--- src/rtl/tcmp_scan_driver.sv ---
// Scan driver for an 8-bit identity comparator (active-low enable, active-low
// equal). Steps candidates start_val..end_val (inclusive, wrapping) onto the
// comparator B inputs, holds each for SETTLE_CYCLES+1 cycles, samples AB_n on
// the last cycle of the hold window and reports the first matching candidate.
module tcmp_scan_driver #(
    parameter int unsigned SETTLE_CYCLES = 1
) (
    input  logic       sysclk,
    input  logic       sys_rst,
    input  logic       start,
    input  logic       abort,
    input  logic [7:0] start_val,
    input  logic [7:0] end_val,
    output logic [7:0] B_7_0,
    output logic       E_n,
    input  logic       AB_n,
    output logic       busy,
    output logic       done,
    output logic       found,
    output logic [7:0] match_val
);

    typedef enum logic [1:0] {
        IDLE = 2'd0,
        SCAN = 2'd1,
        DONE = 2'd2
    } state_t;

    localparam logic [3:0] SETTLE_LAST = 4'(SETTLE_CYCLES);

    state_t     state_q, state_d;
    logic [7:0] end_q, end_d;
    logic [3:0] settle_q, settle_d;
    logic [7:0] b_d;
    logic       e_n_d;
    logic       busy_d;
    logic       done_d;
    logic       found_d;
    logic [7:0] match_d;

    // Next-state and next-output decode for the IDLE/SCAN/DONE sequencer.
    always_comb begin
        // NOTE: every next value defaults to the current register value (done to 0)
        // before the case statement, so no path through this block can infer a latch.
        state_d  = state_q;
        end_d    = end_q;
        settle_d = settle_q;
        b_d      = B_7_0;
        e_n_d    = E_n;
        busy_d   = busy;
        done_d   = 1'b0;
        found_d  = found;
        match_d  = match_val;

        case (state_q)
            IDLE: begin
                // abort outranks start, so a simultaneous request is dropped.
                if (start && !abort) begin
                    state_d  = SCAN;
                    end_d    = end_val;
                    settle_d = 4'd0;
                    b_d      = start_val;
                    e_n_d    = 1'b0;
                    busy_d   = 1'b1;
                    found_d  = 1'b0;
                    match_d  = 8'h00;
                end
            end

            SCAN: begin
                if (abort) begin
                    // Candidate on B_7_0 is left where it was.
                    state_d  = IDLE;
                    settle_d = 4'd0;
                    e_n_d    = 1'b1;
                    busy_d   = 1'b0;
                    found_d  = 1'b0;
                    match_d  = 8'h00;
                end else if (settle_q == SETTLE_LAST) begin
                    // Only here is AB_n looked at; E_n is low for the whole SCAN state.
                    if (!AB_n) begin
                        state_d = DONE;
                        e_n_d   = 1'b1;
                        busy_d  = 1'b0;
                        done_d  = 1'b1;
                        found_d = 1'b1;
                        match_d = B_7_0;
                    end else if (B_7_0 != end_q) begin
                        b_d      = B_7_0 + 8'd1;
                        settle_d = 4'd0;
                    end else begin
                        state_d = DONE;
                        e_n_d   = 1'b1;
                        busy_d  = 1'b0;
                        done_d  = 1'b1;
                        found_d = 1'b0;
                        match_d = 8'h00;
                    end
                end else begin
                    settle_d = settle_q + 4'd1;
                end
            end

            DONE: begin
                // found/match_val hold until the next accepted start.
                state_d = IDLE;
            end

            default: begin
                state_d = IDLE;
                e_n_d   = 1'b1;
                busy_d  = 1'b0;
            end
        endcase
    end

    // State and registered outputs; synchronous reset to the idle values.
    always_ff @(posedge sysclk) begin
        // NOTE: sequential state uses non-blocking assignments only, so every
        // register samples the pre-edge values computed above.
        if (sys_rst) begin
            state_q   <= IDLE;
            end_q     <= 8'h00;
            settle_q  <= 4'd0;
            B_7_0     <= 8'h00;
            E_n       <= 1'b1;
            busy      <= 1'b0;
            done      <= 1'b0;
            found     <= 1'b0;
            match_val <= 8'h00;
        end else begin
            state_q   <= state_d;
            end_q     <= end_d;
            settle_q  <= settle_d;
            B_7_0     <= b_d;
            E_n       <= e_n_d;
            busy      <= busy_d;
            done      <= done_d;
            found     <= found_d;
            match_val <= match_d;
        end
    end

endmodule

--- config.mk ---
export PLATFORM = sky130hd
export DESIGN_NAME = tcmp_scan_driver
export DESIGN_NICKNAME = d
export VERILOG_FILES = /design/src/rtl/tcmp_scan_driver.sv
export SDC_FILE = /design/constraint.sdc
export NUM_CORES = 1
export LEC_CHECK = 0
export CAP_MARGIN = 20
export CORE_UTILIZATION = 43
export CTS_BUF_LIST = sky130_fd_sc_hd__clkbuf_2
export CTS_CLUSTER_DIAMETER = 40
export DETAILED_ROUTE_END_ITERATION = 10
export PLACE_DENSITY = 0.82
export SYNTH_ARGS = -nofsm -noshare
export SYNTH_HDL_FRONTEND = slang
export SYNTH_SLANG_ARGS = --single-unit
--- constraint.sdc ---
create_clock -name sysclk -period 4.8 [get_ports sysclk]
set_clock_uncertainty 0.2 [all_clocks]
set_input_delay 0.72 -clock sysclk [delete_from_list [all_inputs] [get_ports sysclk]]
set_output_delay 0.72 -clock sysclk [all_outputs]
set_load 0.02 [all_outputs]
* After elaboration in Yosys (flattened, before gate mapping)
Index checks and enable logic that the tools add are counted.
Operators by class: add/subtract/negate cells 2, equal/unequal tests 13, bitwise gates (word level) 3, multiplexer cells 42, reduce and logical (&&, ||, !) cells 11
Operators by type and width (count):
- two-way mux 8 bit | 10
- case mux 8 bit (2 select lines) | 2
- two-way mux 4 bit | 5
- two-way mux 1 bit | 15
- inequality test 4 bit (second input constant) | 3
- AND reduction 4 bit | 3
- two-way mux 2 bit | 5
- inequality test 2 bit (second input constant) | 5
- adder 8 x 1 -> 8 bit (second input constant) | 1
- inequality test 8 bit | 1
- case mux 4 bit (2 select lines) | 1
- case mux 1 bit (3 select lines) | 2
- AND reduction 6 bit | 1
- adder 4 x 1 -> 4 bit (second input constant) | 1
- equality test 4 x 1 -> 1 bit (second input constant) | 1
- case mux 2 bit (2 select lines) | 1
- OR reduction 4 bit | 1
- inequality test 3 bit (second input constant) | 1
- NOT 1 bit | 3
- AND reduction 3 bit | 1
- equality test 2 x 1 -> 1 bit (second input constant) | 1
- equality test 2 bit (second input constant) | 1
- zero test 2 bit | 1
- case mux 1 bit (2 select lines) | 1
- 4 further kinds | 4
Storage, ports and cells: logic and storage cells 80, output and inout bits 20, bits of input ports 21, register bits after elaboration 34

* Longest topological paths before layout
depth after elaboration 6, depth in mapped cells 7, mapped depth without buffers 7

* Worst setup path after synthesis
Ideal clock, no wire load.
kind input to register, from input port abort, to register E_n, library setup time 0.122 ns, required time 4.478 ns, path slack 2.734 ns, cell stages on the path 3, data arrival time 1.744 ns, buffers on the path 1, cells stage by stage or4b_1 > clkbuf_1 > a221o_1
On the way: cells in the longest elaborated chain, start to end 4, elaborated cells on any way between the ends 8, those cells by class eq/ne (3); mux (2); reduce/logical (3)
RTL lines:
- from (decl) | RTL line 11 | input logic abort,
- zero test 1 bit | RTL line 58 | if (start && !abort) begin
- logical AND 1 bit | RTL line 58
- inequality test 2 bit (no source line)
- AND reduction 4 bit (no source line)
- to (signal assigned) | RTL line 136 | E_n <= e_n_d;
- to (decl) | RTL line 15 | output logic E_n,
Several ways; a longest one is shown, not always the timed one. A chain may end at the register's enable or synchronous reset.

* Worst setup path after layout
from input port abort, to register B_7_0[0]
On the way: cells in the longest elaborated chain, start to end 4, elaborated cells on any way between the ends 5, those cells by class eq/ne (2); reduce/logical (3)
RTL lines:
- zero test 1 bit | RTL line 58
- logical AND 1 bit | RTL line 58
- inequality test 2 bit (no source line)
- AND reduction 6 bit (no source line) (*)
- to (signal assigned) | RTL line 125 | B_7_0 <= 8'h00;
- to (signal assigned) | RTL line 135 | B_7_0 <= b_d;
- to (decl) | RTL line 14 | output logic [7:0] B_7_0,
Every way passes the cells marked *; elsewhere a longest branch is shown, timed or not.

==> results.cfg <==
[synth]
yosysTopAreaCell = dfxtp_1
ys_top_cells_by_count = dfxtp_1, nand2_1, a21oi_1
ys_warn_count = 0
synth_seq_cells = 34
synth_ff_type = dfxtp_1
synthTopCellsByArea = dfxtp_1, a21oi_1, nand2_1
synth-edff-count = 0
synth.net_count = 210
async_reset_ff_frac = 0
synth_cell_types = 47
synth.most_common_cell = dfxtp_1
yosysTopAreaCellShare = 0.416
synthCells = 186
syn_avg_cell_area_um2 = 8.79
yosysSeqAreaShare = 0.416
synth_area_um2 = 1640

[worst_setup_path]
critical_path_arrival_ns = 2.89
worstReg2RegStart = state_q[0]$_SDFFE_PP0P_
start_kind = primary input
r2r_setup_slack_ns = 2.49
critical_path_peak_fanout = 15
cp-end-kind = flop
critical_path_required_ns = 4.90
reg2reg_depth = 4
setup.worst_path.class = primary input to flop
r2r_end = B_7_0[0]$_SDFFE_PP0P_

[layout]
drive_above_1_share = 0.0670
fin_cells = 272
syn_to_final_growth_pct = 29.6
layout.nets = 247
fill_cells = 339
finalInstanceArea_um2 = 2120
antenna_cells = 0

[floorplanning]
die_height_um = 63.7
die-area_um2 = 4050
initial_core_util = 0.447
die_x_um = 63.7
core-area_um2 = 3660
row_count = 22
io_pins = 41

[global_routing]
met3_usage = 0.0507
grt_util_all_layers = 0.193
met1_usage = 0.270
antenna_found_initial = 0
use_met2 = 0.279
grt_max_degree = 29
busiest_layer = met2
grt_pass1_vias = 1284
grt_first_pass_wirelength_um = 6090
grt.overflow.total = 0

[cts]
cts_resized = 0
cts_tree = yes
holdBufCountCts = 0
cts-root-buf = clkbuf_2
clock_latency_ns = 0.38
cts_max_path_buffers = 2
post_cts_buffers = 0
clkSinkCount = 34
cts_buffers = 5
clkSlewWorstSetupHoldPaths_ns = 0.17
h-tree-depth = 2

[place]
placed_area_um2 = 2050
place_congestion = 0.846
post-dp-hpwl_um = 2620
dp.cells = 264
io_buffers = 40

[pwr]
leakagePower_uw = 0.000718
ir_drop_v = 0.000218
power_density_nw_per_um2 = 290
total_power_uw = 614

[route]
drt_wl_total_um = 3730
drt_iter0_markers = 87
vias = 1509
drc = 0
antenna_left = 0
routedWlPerCell_um = 13.7
first_pass_iters = 5
via_per_inst = 5.55

[hold_path]
hold_class = flop to flop
holdPathStages = 1
min-delay-start = found$_SDFFE_PP0P_
hold_path_end = found$_SDFFE_PP0P_

[sta]
worst_pin_slew_ns = 1.07
tns_ns = 0
relSlewSlack = 0.286
fmax_mhz = 358
setup_viol = 0
hold_violations = 0
rsz0062_at_grt = no
fin_crit_sh = 0.581
timing.final.max_slew_violations = 0
min_period_ns = 2.79

[status]
outcome = finished clean

[flow_run]
maxCapViolCount = 0
==> per-layer routing <==
metal	share of wire	wire length, um
met1	0.50	1860
met2	0.42	1580
met3	0.065	242
met4	0.011	40
met5	0	0
==> how the worst max path moves through the flow <==
stage               start                     to  slack (ns)  cells past startpoint
finish              abort  B_7_0[0]$_SDFFE_PP0P_        2.01                      5
global route        abort  B_7_0[0]$_SDFFE_PP0P_        1.87                      5
CTS                 abort  B_7_0[0]$_SDFFE_PP0P_        2.02                      5
detailed placement  abort  B_7_0[0]$_SDFFE_PP0P_        1.62                      5
global placement    abort  B_7_0[0]$_SDFFE_PP0P_        1.72                      5
floorplan           abort       E_n$_SDFFE_PP1P_        2.73                      3
==> cells by family after synthesis <==
| family | share of synthesized area |
|---|---|
| AO/OA/AOI/OAI | 0.257 |
| XOR/XNOR | 0.0482 |
| flip-flops | 0.416 |
| AND/OR/NAND/NOR | 0.209 |
| buffers and inverters | 0.0344 |
| adder cells (fa/ha/maj) | 0.0230 |
| multiplexers | 0.0122 |
==> flip-flops by register name, summed over array words and instances (netlist names) <==
register	count
done	1
end_q	8
B_7_0	8
E_n	1
match_val	8
settle_q	4
busy	1
state_q	2
found	1
==> cell usage in the layout, fill, tap and decap left out, types with 2 or more instances in the layout <==
cell type,n
nand4_1,4
a211oi_1,3
clkdlybuf4s50_1,40
nor3b_1,2
o21ai_0,7
ha_1,3
dfxtp_1,34
nand2_1,23
nor3_1,8
a22o_1,8
xnor2_1,9
nor2_1,8
o211ai_1,2
inv_1,4
clkinv_2,2
a21oi_1,22
clkbuf_2,5
mux2i_1,2
nand3_1,6
o31ai_1,3
==> worst max-delay path, stage by stage <==
cell and delay [ns]:
clkdlybuf4s50_1 0.56, nor4b_4 0.71, nor3_1 0.21, or4_1 0.55, a21oi_1 0.13
==> metrics by stage <==
stage	setup slack [ns]	hold WS [ns]	util
4_1_cts	2.02	0.283	0.579
2_1_floorplan	2.73	0.249	-
3_3_place_gp	1.72	0.237	0.561
5_1_grt	1.87	0.301	0.579
6_report	2.01	0.278	0.579
3_5_place_dp	1.62	0.245	0.561
==> power by group <==
part / internal [uW] / leakage (uW) / switching, uW
registers: 294 / 0.000276 / 19.0
logic: 55.4 / 0.000399 / 63.0
clock network: 86.5 / 0.0000427 / 95.8
==> final cells by class <==
| class | count | area [um2] | area share |
|---|---|---|---|
| multi-input combinational | 138 | 898 | 0.424 |
| inverter | 4 | 15.0 | 0.00708 |
| clock inverter | 3 | 40.0 | 0.0189 |
| tap | 48 | 60.1 | 0.0283 |
| clock buffer | 5 | 25.0 | 0.0118 |
| timing repair buffer | 40 | 400 | 0.189 |
| sequential | 34 | 681 | 0.321 |
(Power assumes the default switching activity.)
